$ cat src/rtl/lab3_mem_blocking_cache_assoc_ctrl.sv
// Control unit for an N-way set-associative, write-back, write-allocate
// blocking cache. Owns valid/dirty/LRU state and sequences the datapath
// through hit, miss (evict + refill), init and whole-cache flush requests.
//
// Handshakes: every interface uses valid/ready. A beat moves on the rising
// edge where both are 1; the producer holds valid and its payload steady
// until that edge. Here cachereq_rdy is raised only in IDLE, cacheresp_val
// only in WAIT, memreq_val in ER/RR/FER and memresp_rdy in EW/RW/FEW, so a
// stalled partner freezes the FSM with every output held.
module lab3_mem_blocking_cache_assoc_ctrl #(
  parameter int p_num_ways  = 2,
  parameter int p_num_sets  = 8,
  parameter int p_idx_shamt = 0,
  localparam int c_w  = p_num_ways,
  localparam int c_lw = (p_num_ways > 1) ? $clog2(p_num_ways) : 1,
  localparam int c_iw = $clog2(p_num_sets)
) (
  input  logic            clk,
  input  logic            reset,
  input  logic            cachereq_val,
  output logic            cachereq_rdy,
  output logic            cacheresp_val,
  input  logic            cacheresp_rdy,
  output logic            memreq_val,
  input  logic            memreq_rdy,
  input  logic            memresp_val,
  output logic            memresp_rdy,
  output logic            cachereq_en,
  output logic            memresp_en,
  output logic            read_data_reg_en,
  output logic            evict_addr_reg_en,
  output logic            write_data_mux_sel,
  output logic            tag_array_ren,
  output logic            data_array_ren,
  output logic [c_w-1:0]  tag_array_wen,
  output logic [c_w-1:0]  data_array_wen,
  output logic [15:0]     data_array_wben,
  output logic [c_lw-1:0] way_sel,
  output logic            idx_mux_sel,
  output logic [c_iw-1:0] flush_idx,
  output logic            memreq_addr_mux_sel,
  output logic [2:0]      read_word_mux_sel,
  output logic [2:0]      cacheresp_type,
  output logic [2:0]      memreq_type,
  output logic [1:0]      hit,
  input  logic [2:0]      cachereq_type,
  input  logic [31:0]     cachereq_addr,
  input  logic [c_w-1:0]  tag_match,
  output logic [3:0]      dbg_state
);

  typedef enum logic [3:0] {
    IDLE  = 4'd0,  TC  = 4'd1,  IN  = 4'd2,  RD    = 4'd3,
    WD    = 4'd4,  EP  = 4'd5,  ER  = 4'd6,  EW    = 4'd7,
    RR    = 4'd8,  RW  = 4'd9,  RU  = 4'd10, WAIT  = 4'd11,
    FSCAN = 4'd12, FEP = 4'd13, FER = 4'd14, FEW   = 4'd15
  } state_t;

  state_t r_state, w_state_next;

  logic [2:0]      r_type;
  logic            r_hit;
  logic [c_w-1:0]  r_way_oh;
  logic [c_iw-1:0] r_fidx;
  logic [c_w-1:0]  r_fway_oh;

  logic [c_w-1:0]  r_valid [p_num_sets];
  logic [c_w-1:0]  r_dirty [p_num_sets];
  logic [c_lw-1:0] r_age   [p_num_sets][p_num_ways];

  logic [c_iw-1:0] w_idx;
  logic [1:0]      w_word;
  logic [c_w-1:0]  w_match, w_hit_oh, w_inv, w_inv_oh, w_age_oh, w_vict_oh;
  logic            w_hit, w_vict_dirty, w_fsel, w_flast_way, w_flast_set;
  logic [c_lw-1:0] w_old_age;
  logic            w_unused;

  function automatic logic [c_lw-1:0] oh2bin(input logic [c_w-1:0] oh);
    oh2bin = '0;
    for (int w = 0; w < c_w; w++) if (oh[w]) oh2bin = c_lw'(w);
  endfunction

  assign w_idx    = c_iw'(cachereq_addr >> (4 + p_idx_shamt));
  assign w_word   = cachereq_addr[3:2];
  assign w_unused = ^cachereq_addr;

  // Lookup: hit way is the lowest matching valid way; victim is the lowest
  // invalid way, else the oldest way of the set.
  always_comb begin
    w_match  = tag_match & r_valid[w_idx];
    w_hit    = |w_match;
    w_hit_oh = w_match & (~w_match + c_w'(1));
    w_inv    = ~r_valid[w_idx];
    w_inv_oh = w_inv & (~w_inv + c_w'(1));
    w_age_oh = '0;
    for (int w = 0; w < c_w; w++)
      w_age_oh[w] = (r_age[w_idx][w] == c_lw'(c_w - 1));
    w_vict_oh    = (|w_inv) ? w_inv_oh : w_age_oh;
    w_vict_dirty = |(w_vict_oh & r_valid[w_idx] & r_dirty[w_idx]);
    w_old_age    = '0;
    for (int w = 0; w < c_w; w++)
      if (r_way_oh[w]) w_old_age = r_age[w_idx][w];
    w_fsel      = |(r_fway_oh & r_valid[r_fidx] & r_dirty[r_fidx]);
    w_flast_way = r_fway_oh[c_w-1];
    w_flast_set = (r_fidx == c_iw'(p_num_sets - 1));
  end

  // State register.
  always_ff @(posedge clk) begin
    if (!reset) r_state <= IDLE;
    else        r_state <= w_state_next;
  end

  // Control-owned line state, LRU ages and per-request registers.
  always_ff @(posedge clk) begin
    if (!reset) begin
      r_type    <= '0;
      r_hit     <= 1'b0;
      r_way_oh  <= '0;
      r_fidx    <= '0;
      r_fway_oh <= c_w'(1);
      for (int s = 0; s < p_num_sets; s++) begin
        r_valid[s] <= '0;
        r_dirty[s] <= '0;
        for (int w = 0; w < c_w; w++) r_age[s][w] <= c_lw'(w);
      end
    end else begin
      case (r_state)
        TC: begin
          r_type    <= cachereq_type;
          r_hit     <= w_hit && (cachereq_type == 3'd0 || cachereq_type == 3'd1);
          r_way_oh  <= (w_hit && cachereq_type != 3'd2) ? w_hit_oh : w_vict_oh;
          r_fidx    <= '0;
          r_fway_oh <= c_w'(1);
        end
        RU: begin
          r_valid[w_idx] <= r_valid[w_idx] | r_way_oh;
          r_dirty[w_idx] <= r_dirty[w_idx] & ~r_way_oh;
        end
        FSCAN: begin
          if (!w_fsel) begin
            if (w_flast_way) begin
              r_fway_oh <= c_w'(1);
              if (!w_flast_set) r_fidx <= r_fidx + 1'b1;
            end else begin
              r_fway_oh <= r_fway_oh << 1;
            end
          end
        end
        FEW: if (memresp_val) r_dirty[r_fidx] <= r_dirty[r_fidx] & ~r_fway_oh;
        default: ;
      endcase
      if (r_state == IN) begin
        r_valid[w_idx] <= r_valid[w_idx] | r_way_oh;
        r_dirty[w_idx] <= r_dirty[w_idx] & ~r_way_oh;
      end
      if (r_state == WD) r_dirty[w_idx] <= r_dirty[w_idx] | r_way_oh;
      if (r_state == RD || r_state == WD || r_state == IN) begin
        for (int w = 0; w < c_w; w++) begin
          if (r_way_oh[w])                       r_age[w_idx][w] <= '0;
          else if (r_age[w_idx][w] < w_old_age)  r_age[w_idx][w] <= r_age[w_idx][w] + 1'b1;
        end
      end
    end
  end

  // Next-state and datapath control; everything is held at 0 during reset.
  always_comb begin
    w_state_next        = r_state;
    cachereq_rdy        = 1'b0;
    cacheresp_val       = 1'b0;
    memreq_val          = 1'b0;
    memresp_rdy         = 1'b0;
    cachereq_en         = 1'b0;
    memresp_en          = 1'b0;
    read_data_reg_en    = 1'b0;
    evict_addr_reg_en   = 1'b0;
    write_data_mux_sel  = 1'b0;
    tag_array_ren       = 1'b0;
    data_array_ren      = 1'b0;
    tag_array_wen       = '0;
    data_array_wen      = '0;
    data_array_wben     = '0;
    way_sel             = '0;
    idx_mux_sel         = 1'b0;
    flush_idx           = '0;
    memreq_addr_mux_sel = 1'b0;
    read_word_mux_sel   = 3'd0;
    cacheresp_type      = 3'd0;
    memreq_type         = 3'd0;
    hit                 = 2'b00;
    dbg_state           = 4'd0;
    if (!reset) begin
      w_state_next = IDLE;
    end else begin
      dbg_state = r_state;
      case (r_state)
        IDLE: begin
          cachereq_rdy = 1'b1;
          cachereq_en  = 1'b1;
          if (cachereq_val) w_state_next = TC;
        end
        TC: begin
          tag_array_ren = 1'b1;
          way_sel       = oh2bin(w_hit_oh);
          if      (cachereq_type == 3'd3) w_state_next = FSCAN;
          else if (cachereq_type == 3'd2) w_state_next = IN;
          else if (w_hit)                 w_state_next = (cachereq_type == 3'd1) ? WD : RD;
          else if (w_vict_dirty)          w_state_next = EP;
          else                            w_state_next = RR;
        end
        IN: begin
          way_sel         = oh2bin(r_way_oh);
          tag_array_wen   = r_way_oh;
          data_array_wen  = r_way_oh;
          data_array_wben = 16'hFFFF;
          w_state_next    = WAIT;
        end
        RD: begin
          way_sel          = oh2bin(r_way_oh);
          data_array_ren   = 1'b1;
          read_data_reg_en = 1'b1;
          w_state_next     = WAIT;
        end
        WD: begin
          way_sel         = oh2bin(r_way_oh);
          data_array_wen  = r_way_oh;
          data_array_wben = 16'hF << {w_word, 2'b00};
          w_state_next    = WAIT;
        end
        EP: begin
          way_sel           = oh2bin(r_way_oh);
          tag_array_ren     = 1'b1;
          data_array_ren    = 1'b1;
          evict_addr_reg_en = 1'b1;
          read_data_reg_en  = 1'b1;
          w_state_next      = ER;
        end
        ER: begin
          way_sel     = oh2bin(r_way_oh);
          memreq_val  = 1'b1;
          memreq_type = 3'd1;
          if (memreq_rdy) w_state_next = EW;
        end
        EW: begin
          memresp_rdy = 1'b1;
          if (memresp_val) w_state_next = RR;
        end
        RR: begin
          memreq_val          = 1'b1;
          memreq_addr_mux_sel = 1'b1;
          if (memreq_rdy) w_state_next = RW;
        end
        RW: begin
          memresp_rdy = 1'b1;
          memresp_en  = 1'b1;
          if (memresp_val) w_state_next = RU;
        end
        RU: begin
          way_sel            = oh2bin(r_way_oh);
          tag_array_wen      = r_way_oh;
          data_array_wen     = r_way_oh;
          data_array_wben    = 16'hFFFF;
          write_data_mux_sel = 1'b1;
          w_state_next       = (r_type == 3'd1) ? WD : RD;
        end
        WAIT: begin
          cacheresp_val     = 1'b1;
          cacheresp_type    = r_type;
          hit               = {1'b0, r_hit};
          read_word_mux_sel = (r_type == 3'd0) ? {1'b0, w_word} : 3'd4;
          if (cacheresp_rdy) w_state_next = IDLE;
        end
        FSCAN: begin
          idx_mux_sel = 1'b1;
          flush_idx   = r_fidx;
          way_sel     = oh2bin(r_fway_oh);
          if (w_fsel)                          w_state_next = FEP;
          else if (w_flast_way && w_flast_set) w_state_next = WAIT;
        end
        FEP: begin
          idx_mux_sel       = 1'b1;
          flush_idx         = r_fidx;
          way_sel           = oh2bin(r_fway_oh);
          tag_array_ren     = 1'b1;
          data_array_ren    = 1'b1;
          evict_addr_reg_en = 1'b1;
          read_data_reg_en  = 1'b1;
          w_state_next      = FER;
        end
        FER: begin
          idx_mux_sel = 1'b1;
          flush_idx   = r_fidx;
          way_sel     = oh2bin(r_fway_oh);
          memreq_val  = 1'b1;
          memreq_type = 3'd1;
          if (memreq_rdy) w_state_next = FEW;
        end
        FEW: begin
          idx_mux_sel = 1'b1;
          flush_idx   = r_fidx;
          way_sel     = oh2bin(r_fway_oh);
          memresp_rdy = 1'b1;
          if (memresp_val) w_state_next = FSCAN;
        end
        default: w_state_next = IDLE;
      endcase
    end
  end

endmodule

$ cat config.mk
export PLATFORM = sky130hd
export DESIGN_NAME = lab3_mem_blocking_cache_assoc_ctrl
export DESIGN_NICKNAME = d
export VERILOG_FILES = /design/src/rtl/lab3_mem_blocking_cache_assoc_ctrl.sv
export SDC_FILE = /design/constraint.sdc
export NUM_CORES = 1
export LEC_CHECK = 0
export CELL_PAD_IN_SITES_DETAIL_PLACEMENT = 1
export CELL_PAD_IN_SITES_GLOBAL_PLACEMENT = 1
export CORE_MARGIN = 2
export CORE_UTILIZATION = 42
export CTS_CLUSTER_SIZE = 30
export DETAILED_ROUTE_END_ITERATION = 12
export GPL_TIMING_DRIVEN = 0
export PLACE_DENSITY = 0.95
export SLEW_MARGIN = 5
export SYNTH_ARGS = -nofsm -noshare
export SYNTH_HDL_FRONTEND = slang
export SYNTH_SLANG_ARGS = --single-unit
$ cat constraint.sdc
create_clock -name clk -period 6.32 [get_ports clk]
set_input_delay 0.948 -clock clk [delete_from_list [all_inputs] [get_ports clk]]
set_output_delay 0.948 -clock clk [all_outputs]
set_load 0.01 [all_outputs]
Word-level counts from Yosys, hierarchy flattened

Memory sizes are Yosys's and may differ from the RTL's. A register that Yosys moved wholly into a read port is not among the register bits.
Index checks and enable logic that the tools add are counted.

Memory bits (writable): 48
Input port bits: 43
Register bits after elaboration: 15
Memories kept: 3
Logic and storage cells: 226
Output and inout port bits: 52

Memories:

| memory  | words | bits a word | read ports | clocked after memory_dff | write ports | line | text |
|---|---|---|---|---|---|---|---|
| r_age   | 8     | 2           | 1          | 0                        | 8           | 69   | `logic [c_lw-1:0] r_age [p_num_sets][p_num_ways];` |
| r_dirty | 8     | 2           | 2          | 1                        | 8           | 68   | `logic [c_w-1:0] r_dirty [p_num_sets];` |
| r_valid | 8     | 2           | 2          | 1                        | 8           | 67   | `logic [c_w-1:0] r_valid [p_num_sets];` |

Magnitude comparators: 2
Equal/unequal tests: 33
$add $sub $neg: 5
Shifts and indexed selects: 1
Reduce and logical (&&, ||, !) cells: 32
Multiplexer cells: 123
Bitwise logic cells: 21

Operators by type and width:

| kind                   | number |
|---|---|
| $mux W1                | 66 |
| $mux W3                | 20 |
| $mux W4                | 15 |
| $pmux W4 S14           | 1 |
| $eq A4 B4 Y1 const B   | 8 |
| $mux W2                | 16 |
| $pmux W16 S2           | 1 |
| $ne A2 B2 Y1 const B   | 11 |
| $reduce_or A2 Y1       | 11 |
| $and A2 B2 Y2          | 9 |
| $reduce_or A3 Y1       | 6 |
| $eq A4 B3 Y1 const B   | 4 |
| $mux W16               | 1 |
| $shl A4 B4 Y16 const A | 1 |
| $not A2 Y2             | 5 |
| $reduce_and A9 Y1      | 1 |
| $eq A4 B2 Y1 const B   | 2 |
| $eq A3 B1 Y1 const B   | 2 |
| $eq A3 B2 Y1 const B   | 2 |
| $logic_not A3 Y1       | 2 |
| $pmux W3 S2            | 1 |
| $reduce_or A6 Y1       | 1 |
| $or A1 B1 Y1           | 5 |
| $add A2 B1 Y2 const B  | 2 |
| other kinds (17)       | 24 |

Depth between registers and ports, before layout

Gate-level depths: netlist of the first run.
An unclocked memory read counts as a cell.

Word-level depth: 14
Mapped depth: 9
Mapped depth without buffers: 6

Least setup slack after synthesis of the first run

Ideal clock, no wire load.

Path type: in2out
From: input cachereq_addr[4]
To: output way_sel
Stages: 6
Data required time: 5.372 ns
Path buffers: 1
Data arrival time: 2.286 ns
Setup slack: 3.086 ns
Cells stage by stage: buf_6 -> mux4_2 -> mux2_4 -> nand4_1 -> nor2_1 -> a211o_1

Word-level cells in the longest chain between the ends: 8

Ends and longest elaborated chain:

| what            | line | text |
|---|---|---|
| start, declared | 47   | `input logic [31:0] cachereq_addr,` |
| $mem_v2 Z8 W2 * | --   |  |
| $and A2 B2 Y2 * | 90   | `w_match = tag_match & r_valid[w_idx];` |
| $not A2 Y2      | 92   | `w_hit_oh = w_match & (~w_match + c_w'(1));` |
| $add A2 B1 Y2   | 92   |  |
| $and A2 B2 Y2 * | 92   |  |
| $mux W1 *       | 80   | `for (int w = 0; w < c_w; w++) if (oh[w]) oh2bin = c_lw'(w);` |
| $pmux W1 S3 *   | 197  | `case (r_state)` |
| $mux W1 *       | 193  | `if (!reset) begin` |
| end, declared   | 38   | `output logic [c_lw-1:0] way_sel,` |

Mark *: on every way between the ends. The rest lies on a longest branch, timed or not.

Worst setup path in the final report of the first run

From: input cachereq_addr[5]
To: output way_sel

The elaborated chain is that of the path after synthesis.

==> results of run 1 <==
==> worst paths after layout <==
| kind | start | endpoint | slack [ns] | cells past startpoint |
|---|---|---|---|---|
| setup / recovery | cachereq_addr[5] | way_sel | 1.66 | 8 |
| hold / removal | r_type[1] | r_type[1] | 0.49 | 2 |
| setup reg to reg | r_state[1] | r_valid[1][0] | 3.14 | 6 |
| hold reg to reg | r_type[1] | r_type[1] | 0.49 | 2 |
==> area by class of cell <==
class                      instances  area [sq um]  area share
sequential                        66          1790       0.332
clock buffer                       9           124      0.0229
inverter                          10          37.5     0.00695
tap                              136           170      0.0315
timing repair buffer              62           621       0.115
buffer                            48           254      0.0470
multi-input combinational        358          2300       0.426
clock inverter                     7           100      0.0185
==> cell families after synthesis <==
family | Yosys count
compound gates | 90
fa+ha+maj | 2
buf+inv | 58
flops | 66
mux | 33
other cells | 1
simple gates | 230
==> worst max-delay path, cell delays in order <==
cell and delay, ns:
clkdlybuf4s50_1 0.54, clkbuf_1 0.49, mux4_2 0.43, mux2_4 0.34, nand4_1 0.11, nor2_1 0.07, a211o_1 0.29, clkdlybuf4s50_1 0.49
==> where the power goes <==
group          switching (uW)  internal, uW
Clock                     197           226
Sequential               21.9           494
Combinational             359           214
Total                     577           933
==> state kept, by name, summed over array words and instances, names as in the netlist, named ones only <==
name	count
r_fway_oh	2
r_type	3
r_way_oh	2
r_hit	1
r_valid	16
r_fidx	3
r_dirty	16
r_age	16
r_state	4
==> layer usage <==
| metal | track usage | vias to the layer above | wire, um |
|---|---|---|---|
| li1 | - | 1882 | - |
| met1 | 0.327 | 2131 | 5750 |
| met2 | 0.491 | 252 | 7680 |
| met3 | 0.0552 | 69 | 1080 |
| met4 | 0.130 | 0 | 645 |
| met5 | 0 | - | 0 |
==> cell usage in the layout (no fill, tap or decap), types with 4 or more instances in the layout <==
| cell type | Yosys | layout |
|---|---|---|
| mux2i_1 | 6 | 6 |
| clkbuf_8 | 0 | 9 |
| buf_1 | 6 | 6 |
| clkbuf_1 | 22 | 22 |
| nand2_1 | 64 | 64 |
| dfxtp_1 | 19 | 19 |
| mux2_2 | 8 | 8 |
| o22ai_1 | 4 | 4 |
| and2_1 | 13 | 13 |
| mux4_1 | 8 | 8 |
| o211ai_1 | 6 | 6 |
| nand4_1 | 5 | 5 |
| buf_4 | 17 | 17 |
| nor2b_1 | 5 | 5 |
| nor2_1 | 71 | 71 |
| mux4_2 | 10 | 10 |
| inv_1 | 10 | 10 |
| clkdlybuf4s50_1 | 0 | 62 |
| nand3_1 | 22 | 22 |
| edfxtp_1 | 47 | 47 |
| a31oi_1 | 4 | 4 |
| a21oi_1 | 16 | 16 |
| nand2b_1 | 10 | 10 |
| and3_1 | 7 | 7 |
| nor3_1 | 17 | 17 |
| o21ai_0 | 27 | 27 |
==> stage by stage <==
stage	setup WS [ns]	power, uW	utilization	hold WS, ns
after floorplan	3.09	871	-	0.457
after global placement	1.75	1060	0.506	0.470
after detailed placement	1.70	1080	0.506	0.482
after CTS	1.69	1500	0.528	0.493
after global routing	1.61	1570	0.528	0.518
final	1.66	1510	0.528	0.487
==> summary.md, run 1 <==
| Metric | Value |
|---|---|
| Status | `finished, final reports clean` |
| Highest net fanout along the worst path | `10` |
| FFs w/ async S/R, synth | `0` |
| Lkg Pwr | `around 0.0019 uW` |
| Std cell rows | `37` |
| Area leader, netlist | `edfxtp_1` |
| Die Area | `0.0113 sq mm` |
| Cells after Synth | `480` |
| Top cells by count, synth | `nor2_1 (71), nand2_1 (64), edfxtp_1 (47)` |
| Synth Area in Compound Gates | `0.136` |
| Post-synth EDFFs | `47` |
| Syn Area/Cell | `9.12 sq um` |
| Yosys cell types | `just under 60` |
| Die span in x | `106 um` |
| Layout Nets | `600` |
| Measured slew at the worst slew-check pin | `roughly 1.3 ns` |
| Min Tclk post-route | `between 4 and 5 ns` |
| Worst-skew pair later-pin latency | `0.38 ns` |
| Wirelength per Cell | `21.8 um` |
| Design Area, Final | `0.00540 sq mm` |
| Most frequent cell after synthesis | `nor2_1` |
| Initial Util | `0.428` |
| Synth Area in Adders | `0.00572` |
| Setup TNS | `0 ns` |
| Congestion Overflow GR | `0` |
| I/O pin count | `95` |
| Reg clk slew, reported paths | `~0.09 ns` |
| Synth warnings | `0` |
| Clock Path Buffers | `2` |
| Total routed wirelength | `15200 um` |
| Detailed-route DRC error count | `0` |
| Router iterations before antenna repair | `7` |
| Synthesized cell area | `0.00438 sq mm` |
| CTS buffer count | `9` |
| Clock skew after layout | `0.0184 ns` |
| CTS sink count | `66` |
| Via Count | `4334` |
| PortBufs | `62` |
| Simple-gate share of the synthesized area | `0.244` |
| Main combinational cell family by area after synthesis | `simple AND/OR/NAND/NOR gates` |
| Fill cells | `around 1200` |
| Layout cells sized above 1 | `0.107` |
| Main synth FF type | `edfxtp_1` |
| Cell area power density | `about 280 mW/mm^2` |
| Slew headroom | `0.115` |
| RSZ-0062 raised after global routing | `no` |
| Sequential element share of the synthesized area | `0.409` |
| Top post-synthesis cells by area | `edfxtp_1 (32%), dfxtp_1 (8.7%), nor2_1 (6.1%)` |
| H-tree Lvls | `3` |
| Placed Instances | `680` |
| Setup Buffers After CTS | `0` |
| Final Hold Vio Count | `0` |
| Mux contribution to synthesized area | `0.137` |
| # Max-Cap Violations | `0` |
| Flop and latch count out of synthesis | `66` |
| Post-CTS sizing | `0` |
| Root buffer cell | `clkbuf_8` |
| CP required | `~5.4 ns` |
| Antenna viol nets, final | `0` |
| Initial antenna violation count | `0` |
| Final HPWL DP | `11200 um` |
| Fin crit share | `0.737` |
| Top-area cell type share of the netlist area | `0.322` |
| Final Max Tran Viols | `0` |
| Number of DRC markers in iteration 0 | `~400` |
| Startpoint Class | `input port` |
| Die Height | `106 um` |
| CTS tree | `yes` |
| Max Clock Freq | `215 MHz` |
| Xor/xnor share of the synthesized area | `0` |
| CORE AREA | `0.0102 sq mm` |
| Hold_buf cts | `0` |
| Antenna cells | `0` |
| First-pass GRT wire length | `24200 um` |
| Peak supply drop | `106 uV` |
| Final setup fails | `0` |
| Worst hold-check path type | `flip-flop to flip-flop` |
| Largest net degree at the start of global routing | `14` |
| Vias/cell | `slightly above 6` |
| Syn-to-layout area delta | `23.4%` |
| Critical path class | `input port to output port` |
| Gpl congestion | `0.957` |
| Placed inst area | `between 0.005 and 0.006 sq mm` |
| Vias in the first global route | `4575` |
| Non-Filler Instances | `696` |
| Worst setup EP type | `output port` |
| Arr. time, crit path | `between 3 and 4 ns` |
| Total GRT Usage | `0.279` |
Power figures use the tool's default switching activity.
==> inputs of run 2 (changes only) <==
--- a/config.mk
+++ b/config.mk
@@ -8,11 +8,11 @@
 export CELL_PAD_IN_SITES_DETAIL_PLACEMENT = 1
 export CELL_PAD_IN_SITES_GLOBAL_PLACEMENT = 1
 export CORE_MARGIN = 2
-export CORE_UTILIZATION = 42
+export CORE_UTILIZATION = 35
 export CTS_CLUSTER_SIZE = 30
 export DETAILED_ROUTE_END_ITERATION = 12
 export GPL_TIMING_DRIVEN = 0
-export PLACE_DENSITY = 0.95
+export PLACE_DENSITY = 0.87
 export SLEW_MARGIN = 5
 export SYNTH_ARGS = -nofsm -noshare
 export SYNTH_HDL_FRONTEND = slang
==> constraint.sdc (replaced) <==
create_clock -name clk -period 3.9 [get_ports clk]
set_input_delay 0.585 -clock clk [delete_from_list [all_inputs] [get_ports clk]]
set_output_delay 0.585 -clock clk [all_outputs]
set_load 0.01 [all_outputs]
==> summary.md, run 2 (synthesis results as in run 1) <==
| Metric | Value |
|---|---|
| Status | `finished, final reports clean` |
| Number of DRC markers in iteration 0 | `351` |
| CTS tree | `yes` |
| Total GRT Usage | `0.227` |
| Vias/cell | `5.71` |
| Final Hold Vio Count | `0` |
| Hold_buf cts | `0` |
| Total routed wirelength | `14700 um` |
| Peak supply drop | `roughly 270 uV` |
| PortBufs | `62` |
| Clock skew after layout | `between 0.006 and 0.007 ns` |
| Measured slew at the worst slew-check pin | `1.29 ns` |
| # Max-Cap Violations | `0` |
| Final HPWL DP | `between 10000 and 15000 um` |
| CTS sink count | `66` |
| Die Area | `0.0134 sq mm` |
| Via Count | `4160` |
| Lkg Pwr | `0.00197 uW` |
| Worst hold-check path type | `flip-flop to flip-flop` |
| Hold slack | `about 0.49 ns` |
| Highest net fanout along the worst path | `10` |
| Detailed-route DRC error count | `0` |
| Arr. time, crit path | `3.12 ns` |
| Initial Util | `0.361` |
| RSZ-0062 raised after global routing | `no` |
| Slew headroom | `0.135` |
| Highest Signal Layer | `met4` |
| Die Height | `116 um` |
| Post-CTS sizing | `0` |
| Root buffer cell | `clkbuf_16` |
| Die span in x | `116 um` |
| Clock Path Buffers | `2` |
| Setup Buffers After CTS | `0` |
| Wirelength per Cell | `20.3 um` |
| Design Area, Final | `about 0.0055 sq mm` |
| I/O pin count | `95` |
| CTS buffer count | `9` |
| Placed inst area | `0.00522 sq mm` |
| First-pass GRT wire length | `23100 um` |
| Final Max Tran Viols | `0` |
| Gpl congestion | `0.946` |
| Commonest non-fill, non-tap cells in the layout | `nor2_1 (71), nand2_1 (64), clkdlybuf4s50_1 (61), edfxtp_1 (47), o21ai_0 (27)` |
| Worst setup EP type | `output port` |
| Met1 WL | `between 5000 and 6000 um` |
| Setup TNS | `0 ns` |
| Antenna cells | `0` |
| Congestion Overflow GR | `0` |
| Min Tclk post-route | `3.71 ns` |
| Initial antenna violation count | `0` |
| Top Registers | `r_age (16), r_dirty (16), r_valid (16)` |
| Critical path class | `input port to output port` |
| WL met2 | `7550 um` |
| Std cell rows | `40` |
| Largest net degree at the start of global routing | `12` |
| Vias in the first global route | `between 4000 and 5000` |
| Antenna viol nets, final | `0` |
| CP required | `~3.3 ns` |
| Total power | `2640 uW` |
| Fin crit share | `0.951` |
| Final setup fails | `0` |
| Layout Nets | `600` |
| Most common cell after layout, fill and taps aside | `nor2_1` |
| H-tree Lvls | `3` |
| Layout cells sized above 1 | `0.107` |
| Reg clk slew, reported paths | `0.06 ns` |
| Cell area power density | `476 mW/mm^2` |
| Startpoint Class | `input port` |
| Router iterations before antenna repair | `4` |
| Worst-skew pair later-pin latency | `0.34 ns` |
| CORE AREA | `between 0.01 and 0.015 sq mm` |
| Max Clock Freq | `270 MHz` |
| Met3 wire length | `821 um` |
| Syn-to-layout area delta | `26.6%` |
[run 2: power breakdown]
group / leakage (uW) / switching [uW] / internal, uW
sequential: 0.000611 / 37.9 / 802
clock: 0.000152 / 320 / 555
combinational: 0.00121 / 578 / 347
total: 0.00197 / 935 / 1700
[run 2: through the flow]
step	std cells	worst slack (ns)	util
global route	728	0.0156	0.457
detailed placement	712	-0.000748	0.431
global placement	712	0.0474	0.431
floorplan	482	1.37	-
finish	728	0.191	0.457
CTS	728	0.00523	0.456
[run 2: worst max-delay path, cell delays in order]
cell and delay, ns:
clkdlybuf4s50_1 0.58, clkbuf_2 0.32, mux4_2 0.37, mux2_4 0.32
nand4_1 0.11, nor2_1 0.05, a211o_1 0.30, clkdlybuf4s50_1 0.49
[run 2: layer usage]
metal,track usage,vias up
met1,0.273,2069
li1,-,1886
met4,0.0937,0
met3,0.0345,37
met2,0.407,168
met5,0,-
[run 2: worst paths after layout]
path	endpoint	startpoint	cells after the start	slack, ns
worst min register to register	r_type[2]	r_type[2]	2	0.49
worst max register to register	r_age[6][1]	r_state[2]	5	0.95
worst min-delay path	r_type[2]	r_type[2]	2	0.49
worst max-delay path	way_sel	cachereq_addr[5]	8	0.19
[run 2: layout make-up]
cell class	instances	area, sq um
Buffer	48	255
Clock inverter	6	81.3
Sequential cell	66	1790
Multi-Input combinational cell	358	2310
Inverter	10	37.5
Fill cell	1440	6570
Timing Repair Buffer	62	623
Clock buffer	10	229
Tap cell	168	210
